### config.mk
export PLATFORM = sky130hd
export DESIGN_NAME = rate_count_ctrl
export DESIGN_NICKNAME = d
export VERILOG_FILES = /design/src/rtl/rate_ctrl_pkg.sv /design/src/rtl/rate_divider.sv /design/src/rtl/rate_count_ctrl.sv
export SDC_FILE = /design/constraint.sdc
export NUM_CORES = 1
export LEC_CHECK = 0
export ABC_AREA = 1
export BUFFER_PORTS_ARGS = -buffer_cell sky130_fd_sc_hd__buf_4
export CAP_MARGIN = 20
export CORE_MARGIN = 2
export CORE_UTILIZATION = 50
export CTS_BUF_LIST = sky130_fd_sc_hd__clkbuf_4
export DETAILED_ROUTE_END_ITERATION = 8
export PLACE_DENSITY = 0.68
export SLEW_MARGIN = 20
export SYNTH_ARGS = -nofsm -noshare
export SYNTH_HDL_FRONTEND = slang
export SYNTH_SLANG_ARGS = --single-unit
### constraint.sdc
create_clock -name CLOCK_50 -period 4.25 [get_ports CLOCK_50]
set_input_delay 0.2125 -clock CLOCK_50 [delete_from_list [all_inputs] [get_ports CLOCK_50]]
set_output_delay 0.2125 -clock CLOCK_50 [all_outputs]
set_load 0.05 [all_outputs]
### src/rtl/rate_ctrl_pkg.sv
// rate_ctrl_pkg: controller states, divider width and default periods
package rate_ctrl_pkg;
  localparam int DIV_W = 27;
  localparam int DEF_PERIOD0 = 1;
  localparam int DEF_PERIOD1 = 25000000;
  localparam int DEF_PERIOD2 = 50000000;
  localparam int DEF_PERIOD3 = 100000000;
  typedef enum logic [1:0] {IDLE, RUN, PAUSE} state_t;
  function automatic logic [DIV_W-1:0] pick_period(input logic [1:0] sel, input logic [DIV_W-1:0] p0, p1, p2, p3);
    return sel[1] ? (sel[0] ? p3 : p2) : (sel[0] ? p1 : p0);
  endfunction
endpackage

### src/rtl/rate_divider.sv
// rate_divider: down-counter that reloads period-1 and flags zero
module rate_divider
  import rate_ctrl_pkg::*;
(
  input  logic             CLOCK_50,
  input  logic             reset,
  input  logic [DIV_W-1:0] period,
  input  logic             reload,
  input  logic             enable,
  output logic             zero,
  output logic [DIV_W-1:0] value
);
  assign zero = value == '0;
  always_ff @(posedge CLOCK_50 or posedge reset)
    if (reset) value <= '0;
    else if (reload) value <= period - DIV_W'(1);
    else if (enable) value <= value - DIV_W'(1);
endmodule

### src/rtl/rate_count_ctrl.sv
// rate_count_ctrl: start/stop/pause hex counter stepping once per selected divider period
module rate_count_ctrl
  import rate_ctrl_pkg::*;
#(
  parameter int PERIOD0 = DEF_PERIOD0,
  parameter int PERIOD1 = DEF_PERIOD1,
  parameter int PERIOD2 = DEF_PERIOD2,
  parameter int PERIOD3 = DEF_PERIOD3
) (
  input  logic       CLOCK_50,
  input  logic       reset,
  input  logic [1:0] rate_sel,
  input  logic       start,
  input  logic       stop,
  input  logic       clear,
  input  logic       load,
  input  logic [3:0] load_val,
  input  logic       dir,
  output logic [3:0] count,
  output logic       tick,
  output logic       wrap,
  output logic       running
);
  state_t state, state_nx;
  logic ld, sp, st, adv, fire, div_zero;
  logic [DIV_W-1:0] div_val, div_period;
  // adv marks edges that consume one divider cycle: a stop edge does not, a resume edge does
  always_comb begin
    ld = load & ~clear;
    sp = stop & ~clear & ~load;
    st = start & ~clear & ~load & ~stop;
    adv = (state == RUN && !clear && !sp) || (state == PAUSE && st);
    fire = adv & div_zero;
    div_period = clear ? DIV_W'(1) : pick_period(rate_sel, DIV_W'(PERIOD0), DIV_W'(PERIOD1), DIV_W'(PERIOD2), DIV_W'(PERIOD3));
    state_nx = clear ? IDLE : (st && state != RUN) ? RUN : (sp && state == RUN) ? PAUSE : state;
  end
  rate_divider u_div (
    .CLOCK_50(CLOCK_50),
    .reset   (reset),
    .period  (div_period),
    .reload  (clear || (state == IDLE && st) || fire),
    .enable  (adv && div_val != '0),
    .zero    (div_zero),
    .value   (div_val)
  );
  assign running = state == RUN;
  always_ff @(posedge CLOCK_50 or posedge reset)
    if (reset) begin
      state <= IDLE;
      count <= '0;
      tick <= 1'b0;
      wrap <= 1'b0;
    end else begin
      state <= state_nx;
      tick <= fire;
      wrap <= fire & (dir ? &count : ~|count);
      count <= clear ? 4'd0 : (ld && state != RUN) ? load_val : fire ? (dir ? count + 4'd1 : count - 4'd1) : count;
    end
endmodule

==> impl_metrics.json, run 1 <==
{
  "holdCritPathClass": "input port to register",
  "holdPathEnd": "state[0]",
  "grt_max_degree": 36,
  "clkPwrFrac_pct": 15.6,
  "routed_via_density": 5.19,
  "post_cts_buffers": 0,
  "grt_overflow": 0,
  "r2r-start": "u_div.value[1]",
  "netlist_instances": 416,
  "synth_seq_area_share_pct": 31.5,
  "dp_hpwl_um": 4990,
  "final_cells": 506,
  "worstPathArrival_ns": 3.38,
  "cts_tree": "built",
  "first_iter_violations": 112,
  "post-route-period-util_pct": 75.1,
  "antenna_found_initial": 0,
  "powerDensity_nw_per_um2": 363,
  "r2r-end": "u_div.value[14]",
  "die_y_um": 78.5,
  "dieArea_sq_um": 6170,
  "fin_setup_tns_ns": 0,
  "netlist_area_sq_um": 2780,
  "cpPeakStageDelay_ns": 0.43,
  "num_rows": 27,
  "critPathRequiredTime_ns": 4.44,
  "fin_area_sq_um": 3010,
  "setup_viol": 0,
  "dpl_cell_area_sq_um": 2960,
  "p_seq_share_pct": 40.5,
  "core_area_sq_um": 5440,
  "pin_count": 20,
  "holdPathStages": 2,
  "synth_top_family_by_area": "simple AND/OR/NAND/NOR gates",
  "yosys_register_bits": 35,
  "syn_area_per_cell_sq_um": 6.68,
  "start_kind": "register",
  "grt_pass1_vias": 2411,
  "numCtsBuffers": 5,
  "skew_ns": 0.00860,
  "p_leak_nw": 1.60,
  "antenna_left": 0,
  "final_cell_mix": "106 x nand2_1, 55 x nor2_1, 53 x nand3_1",
  "crit_chain": "inv_1, nand2_1, nor2_1, nand2_1, nor2_1, nand3_4, nand2_4, nand2_2, o21ai_2, ha_1, nand2_1, nor2_2, nand2_1, nor2_4, nand4_1, nand3_1, o21ai_0",
  "hold_violations": 0,
  "start_util_pct": 51.1,
  "combinationalPowerShare_pct": 43.9,
  "maxSlewHeadroom_pct": 38.8,
  "clockRootBuffer": "clkbuf_4",
  "ff_latch_area_sq_um": 876,
  "die_w_um": 78.5,
  "yosys.cell_types.count": 36,
  "crit_path_frequent_cell": "nand2_1",
  "synthSimpleGateAreaFrac_pct": 43.6,
  "clk_latency_ns": 0.34,
  "worstPathMaxFanout": 26,
  "reg2reg_depth": 17,
  "io_buffers": 19,
  "first_pass_iters": 5,
  "path_class": "register to register",
  "gp_congestion": 0.951,
  "drc_errors": 0,
  "numClockSinks": 35,
  "drive_gt1_share_pct": 16.1,
  "crit_slowest_cell": "dfrtp_1",
  "hold_start": "clear",
  "area_growth_pct": 8.51,
  "grt_setup_unrepaired": "false",
  "vias": 2626,
  "grt_usage_pct": 23.3,
  "yosys_warnings": 0,
  "h-tree-depth": 2,
  "fmax_mhz": 313,
  "synth_compound_area_share_pct": 7.25,
  "synth_xor_area_share_pct": 2.84,
  "n_antenna_cell": 0,
  "synth-async-reset-ratio_pct": 100,
  "status": "finished clean",
  "ff2ff_setup_slack_ns": 1.06,
  "fillers": 562,
  "finalWirelength_um": 6600,
  "place_inst": 498,
  "wl_per_cell_um": 13.0,
  "synth_top_flop_cell": "dfrtp_1",
  "clk_pin_slew_ns": 0.11,
  "layout_commonest_cell": "nand2_1",
  "period_minus_slack_ns": 3.19,
  "synthMuxAreaShare_pct": 0,
  "cts_max_path_buffers": 2,
  "synth-adder-area-share_pct": 3.87,
  "multi_input_area_sq_um": 1600,
  "internal_power_mw": 0.611,
  "ctsResizeCount": 0,
  "hold_buffers": 1,
  "synth_nets": 437,
  "irDropWorstVdd_v": 0.000164,
  "finalMaxSlewViolations": 0,
  "switching_share_pct": 44.1,
  "critPathCaptureType": "register",
  "switching_power_mw": 0.483,
  "cap_violations": 0,
  "grt_pass1_wl_um": 11300,
  "tightest_slew_ns": 0.917,
  "final_nets": 455,
  "synth_edf_count": 0
}
==> per-stage QoR <==
stage / hold slack, ns / total power, mW / worst slack (ns) / util [%]
finish: 0.130 / 1.09 / 1.06 / 55.4
global route: 0.134 / 1.19 / 0.710 / 55.4
CTS: 0.125 / 1.10 / 1.05 / 55.4
detailed placement: 0.361 / 0.929 / 1.09 / 54.4
global placement: 0.349 / 0.924 / 1.15 / 54.4
floorplan: 0.367 / 0.817 / 1.78 / -
==> flip-flops by register name (all words and copies together), names as in the netlist <==
signal,flops
wrap,1
tick,1
u_div.value,27
state,2
count,4
==> worst max path at each step <==
stage	startpoint	to
after floorplan	state[1]	u_div.value[14]
after global placement	u_div.value[1]	u_div.value[14]
after detailed placement	u_div.value[1]	u_div.value[14]
after CTS	u_div.value[1]	u_div.value[14]
after global routing	u_div.value[1]	u_div.value[14]
final	u_div.value[1]	u_div.value[14]
==> worst max-delay path, delay by kind of cell, from the launching register on <==
kind                     cells  cell delay, ns
AND/OR/NAND/NOR             13            2.03
adder cells (fa/ha/maj)      1            0.27
buffers and inverters        1            0.07
AO/OA/AOI/OAI                2            0.24
flip-flops                   1            0.43
==> cells by family after synthesis <==
family                     count (synthesis)
and+or+nand+nor                          258
buffers and inverters                     73
DFF                                       35
AOI/OAI and AO/OA                         33
xor gates and xnor gates                   9
adders and majority gates                  8
==> power groups by stage <==
stage / combinational, mW / sequential [mW] / clock [mW]
2_1_floorplan: 0.363 / 0.455 / 0
3_3_place_gp: 0.474 / 0.450 / 0
3_5_place_dp: 0.479 / 0.449 / 0
4_1_cts: 0.482 / 0.443 / 0.178
5_1_grt: 0.548 / 0.450 / 0.191
6_report: 0.480 / 0.443 / 0.171
==> cell type report <==
cell class / count / area share [%]
Clock buffer: 5 / 1.25
Sequential cell: 35 / 29.1
Timing Repair Buffer: 22 / 5.56
Multi-Input combinational cell: 308 / 53.1
Clock inverter: 2 / 0.291
Inverter: 62 / 7.80
Tap cell: 72 / 2.99
==> metal layers <==
layer  part of all wire [%]  vias to the layer above  GRT usage, %
li1                       -                     1350             -
met1                     45                     1198          31.3
met2                     47                       69          38.3
met3                    6.5                        9          4.14
met4                    1.1                        0          6.67
met5                      0                        -             0
==> synth_stat cells (5+ instances only) <==
master	n	area (sq um)
xor2_1	9	78.8
inv_2	9	33.8
nand4_1	9	56.3
ha_1	7	87.6
o21ai_1	6	30.0
a21oi_1	6	30.0
dfrtp_1	35	876
nor2_4	6	67.6
nand2_2	8	50.1
nor2_2	9	56.3
nor2_1	55	206
inv_1	52	195
nand3_1	53	265
o21ai_0	11	55.1
clkbuf_1	5	18.8
nand2_1	106	398
No activity file was read; power rests on OpenSTA's default activity.
==> run 2: changes to the inputs <==
--- a/config.mk
+++ b/config.mk
@@ -12,7 +12,7 @@
 export CORE_UTILIZATION = 50
 export CTS_BUF_LIST = sky130_fd_sc_hd__clkbuf_4
 export DETAILED_ROUTE_END_ITERATION = 8
-export PLACE_DENSITY = 0.68
+export PLACE_DENSITY = 0.71
 export SLEW_MARGIN = 20
 export SYNTH_ARGS = -nofsm -noshare
 export SYNTH_HDL_FRONTEND = slang
==> constraint.sdc (replaced) <==
create_clock -name CLOCK_50 -period 2.66 [get_ports CLOCK_50]
set_input_delay 0.133 -clock CLOCK_50 [delete_from_list [all_inputs] [get_ports CLOCK_50]]
set_output_delay 0.133 -clock CLOCK_50 [all_outputs]
set_load 0.05 [all_outputs]
==> run 2 against run 1 <==
Against the previous run: clock skew grew 0.0050 ns; utilization grew 2.6 points; clock-buffer cell count grew 1; hold slack lost 0.10 ns; sequential share of layout area shrank 1.3 points; combinational power grew 76%; via count grew 3.8%.
==> impl_metrics.json, run 2 (synthesized netlist as in run 1, its figures left out) <==
{
  "status": "finished clean",
  "fin_area_sq_um": 3160,
  "area_growth_pct": 13.6,
  "pin_count": 20,
  "numCtsBuffers": 5,
  "vias": 2725,
  "post-route-period-util_pct": 95.1,
  "layout_commonest_cell": "nand2_1",
  "wl_per_cell_um": 13.8,
  "path_class": "register to register",
  "worstPathArrival_ns": 2.77,
  "critPathTopFamily": "simple AND/OR/NAND/NOR gates",
  "cpPeakStageDelay_ns": 0.43,
  "n_antenna_cell": 0,
  "drc_errors": 0,
  "cts_tree": "built",
  "cts_max_path_buffers": 2,
  "reg2reg_depth": 14,
  "place_inst": 503,
  "p_seq_share_pct": 37.7,
  "tightest_slew_ns": 0.634,
  "clkPwrFrac_pct": 16.8,
  "irDropWorstVdd_v": 0.000320,
  "critPathCaptureType": "register",
  "cap_violations": 0,
  "powerDensity_nw_per_um2": 590,
  "largest_reg_flops": 27,
  "fmax_mhz": 395,
  "h-tree-depth": 2,
  "internal_power_mw": 1.03,
  "start_util_pct": 51.1,
  "combinationalPowerShare_pct": 45.5,
  "die_y_um": 78.5,
  "clockRootBuffer": "clkbuf_4",
  "switching_power_mw": 0.835,
  "grt_pass1_wl_um": 12100,
  "maxSlewHeadroom_pct": 57.7,
  "gp_congestion": 0.873,
  "power.total_mw": 1.86,
  "antenna_left": 0,
  "switching_share_pct": 44.9,
  "dpl_cell_area_sq_um": 3000,
  "numClockSinks": 35,
  "crit_slowest_cell": "dfrtp_1",
  "grt_overflow": 0,
  "regMostFlops": "u_div.value",
  "reg_top3": "u_div.value (27), count (4), state (2)",
  "clk_pin_slew_ns": 0.13,
  "grt_pass1_vias": 2578,
  "skew_ns": 0.0136,
  "final_nets": 466,
  "dieArea_sq_um": 6170,
  "critPathRequiredTime_ns": 2.90,
  "io_buffers": 19,
  "setup_viol": 0,
  "worst-path-stages": 14,
  "finalMaxSlewViolations": 0,
  "path_buf_inv": 2,
  "worstPathMaxFanout": 25,
  "hold_violations": 0,
  "holdCritPathClass": "input port to register",
  "clk_latency_ns": 0.36,
  "holdPathStages": 2,
  "dp_hpwl_um": 5150,
  "grt_max_degree": 36,
  "p_leak_nw": 1.66,
  "crit_chain": "inv_2, nand2_1, nor2_2, nand2_1, nor2_2, nand3_4, buf_6, nand3_1, nand2_1, nor2_2, nand2_1, nor2_2, nand2_1, xor2_1",
  "num_rows": 27,
  "antenna_found_initial": 0,
  "first_iter_violations": 187,
  "first_pass_iters": 5,
  "period_minus_slack_ns": 2.53,
  "crit_path_frequent_cell": "nand2_1",
  "die_w_um": 78.5,
  "core_area_sq_um": 5440,
  "routed_via_density": 5.26,
  "pre_cts_slack_ns": -0.0407,
  "final_cells": 518,
  "setup_ws_ns": 0.129,
  "whs_ns": 0.0267,
  "final_cell_mix": "105 x nand2_1, 53 x nor2_1, 53 x nand3_1",
  "finalWirelength_um": 7150,
  "start_kind": "register",
  "drive_gt1_share_pct": 19.5,
  "grt_usage_pct": 24.8
}
run 2: final timing paths:
| check | startpoint | end | slack (ns) |
|---|---|---|---|
| setup reg to reg | u_div.value[2] | u_div.value[9] | 0.13 |
| max in group asynchronous | reset | u_div.value[9] | 1.88 |
| setup / recovery | u_div.value[2] | u_div.value[9] | 0.13 |
| min in group asynchronous | reset | state[1] | 0.42 |
| hold / removal | clear | state[0] | 0.03 |
| hold reg to reg | u_div.value[19] | u_div.value[19] | 0.53 |
run 2: timing repair:
| item | CTS | global route |
|---|---|---|
| setup buffers | 1 | 4 |
| setup endpoints to repair | 7 | 13 |
| hold buffers | 1 | 0 |
| endpoints found under the hold margin | 35 | 0 |
| cloned | 0 | 1 |
| pin swaps | 2 | 5 |
| gates resized for setup | 3 | 7 |
run 2: cell type report:
type | instances | area, sq um
fill | 515 | 2280
tap | 72 | 90.1
sequential | 35 | 876
timing repair buffer | 32 | 246
clock inverter | 2 | 12.5
clock buffer | 6 | 45.0
multi-input combinational | 309 | 1650
inverter | 62 | 235
run 2: metal layers:
metal | GRT usage, % | routed length, um | vias to the layer above
met5 | 0 | 0 | -
met4 | 10.0 | 142 | 0
met3 | 4.02 | 372 | 13
met2 | 39.7 | 3310 | 70
met1 | 33.4 | 3320 | 1264
li1 | - | - | 1378
run 2: metrics by stage:
| stage | util (%) | TNS [ns] |
|---|---|---|
| 6_report | 58.0 | 0 |
| 5_1_grt | 58.0 | -0.00822 |
| 4_1_cts | 56.6 | 0 |
| 3_5_place_dp | 55.1 | -0.102 |
| 3_3_place_gp | 55.1 | 0 |
| 2_1_floorplan | - | 0 |
run 2: power groups by stage:
stage | logic, mW | registers (mW) | clock network, mW
floorplan | 0.579 | 0.726 | 0
CTS | 0.791 | 0.704 | 0.322
finish | 0.847 | 0.702 | 0.313
detailed placement | 0.779 | 0.715 | 0
global placement | 0.765 | 0.712 | 0
global route | 0.953 | 0.715 | 0.340
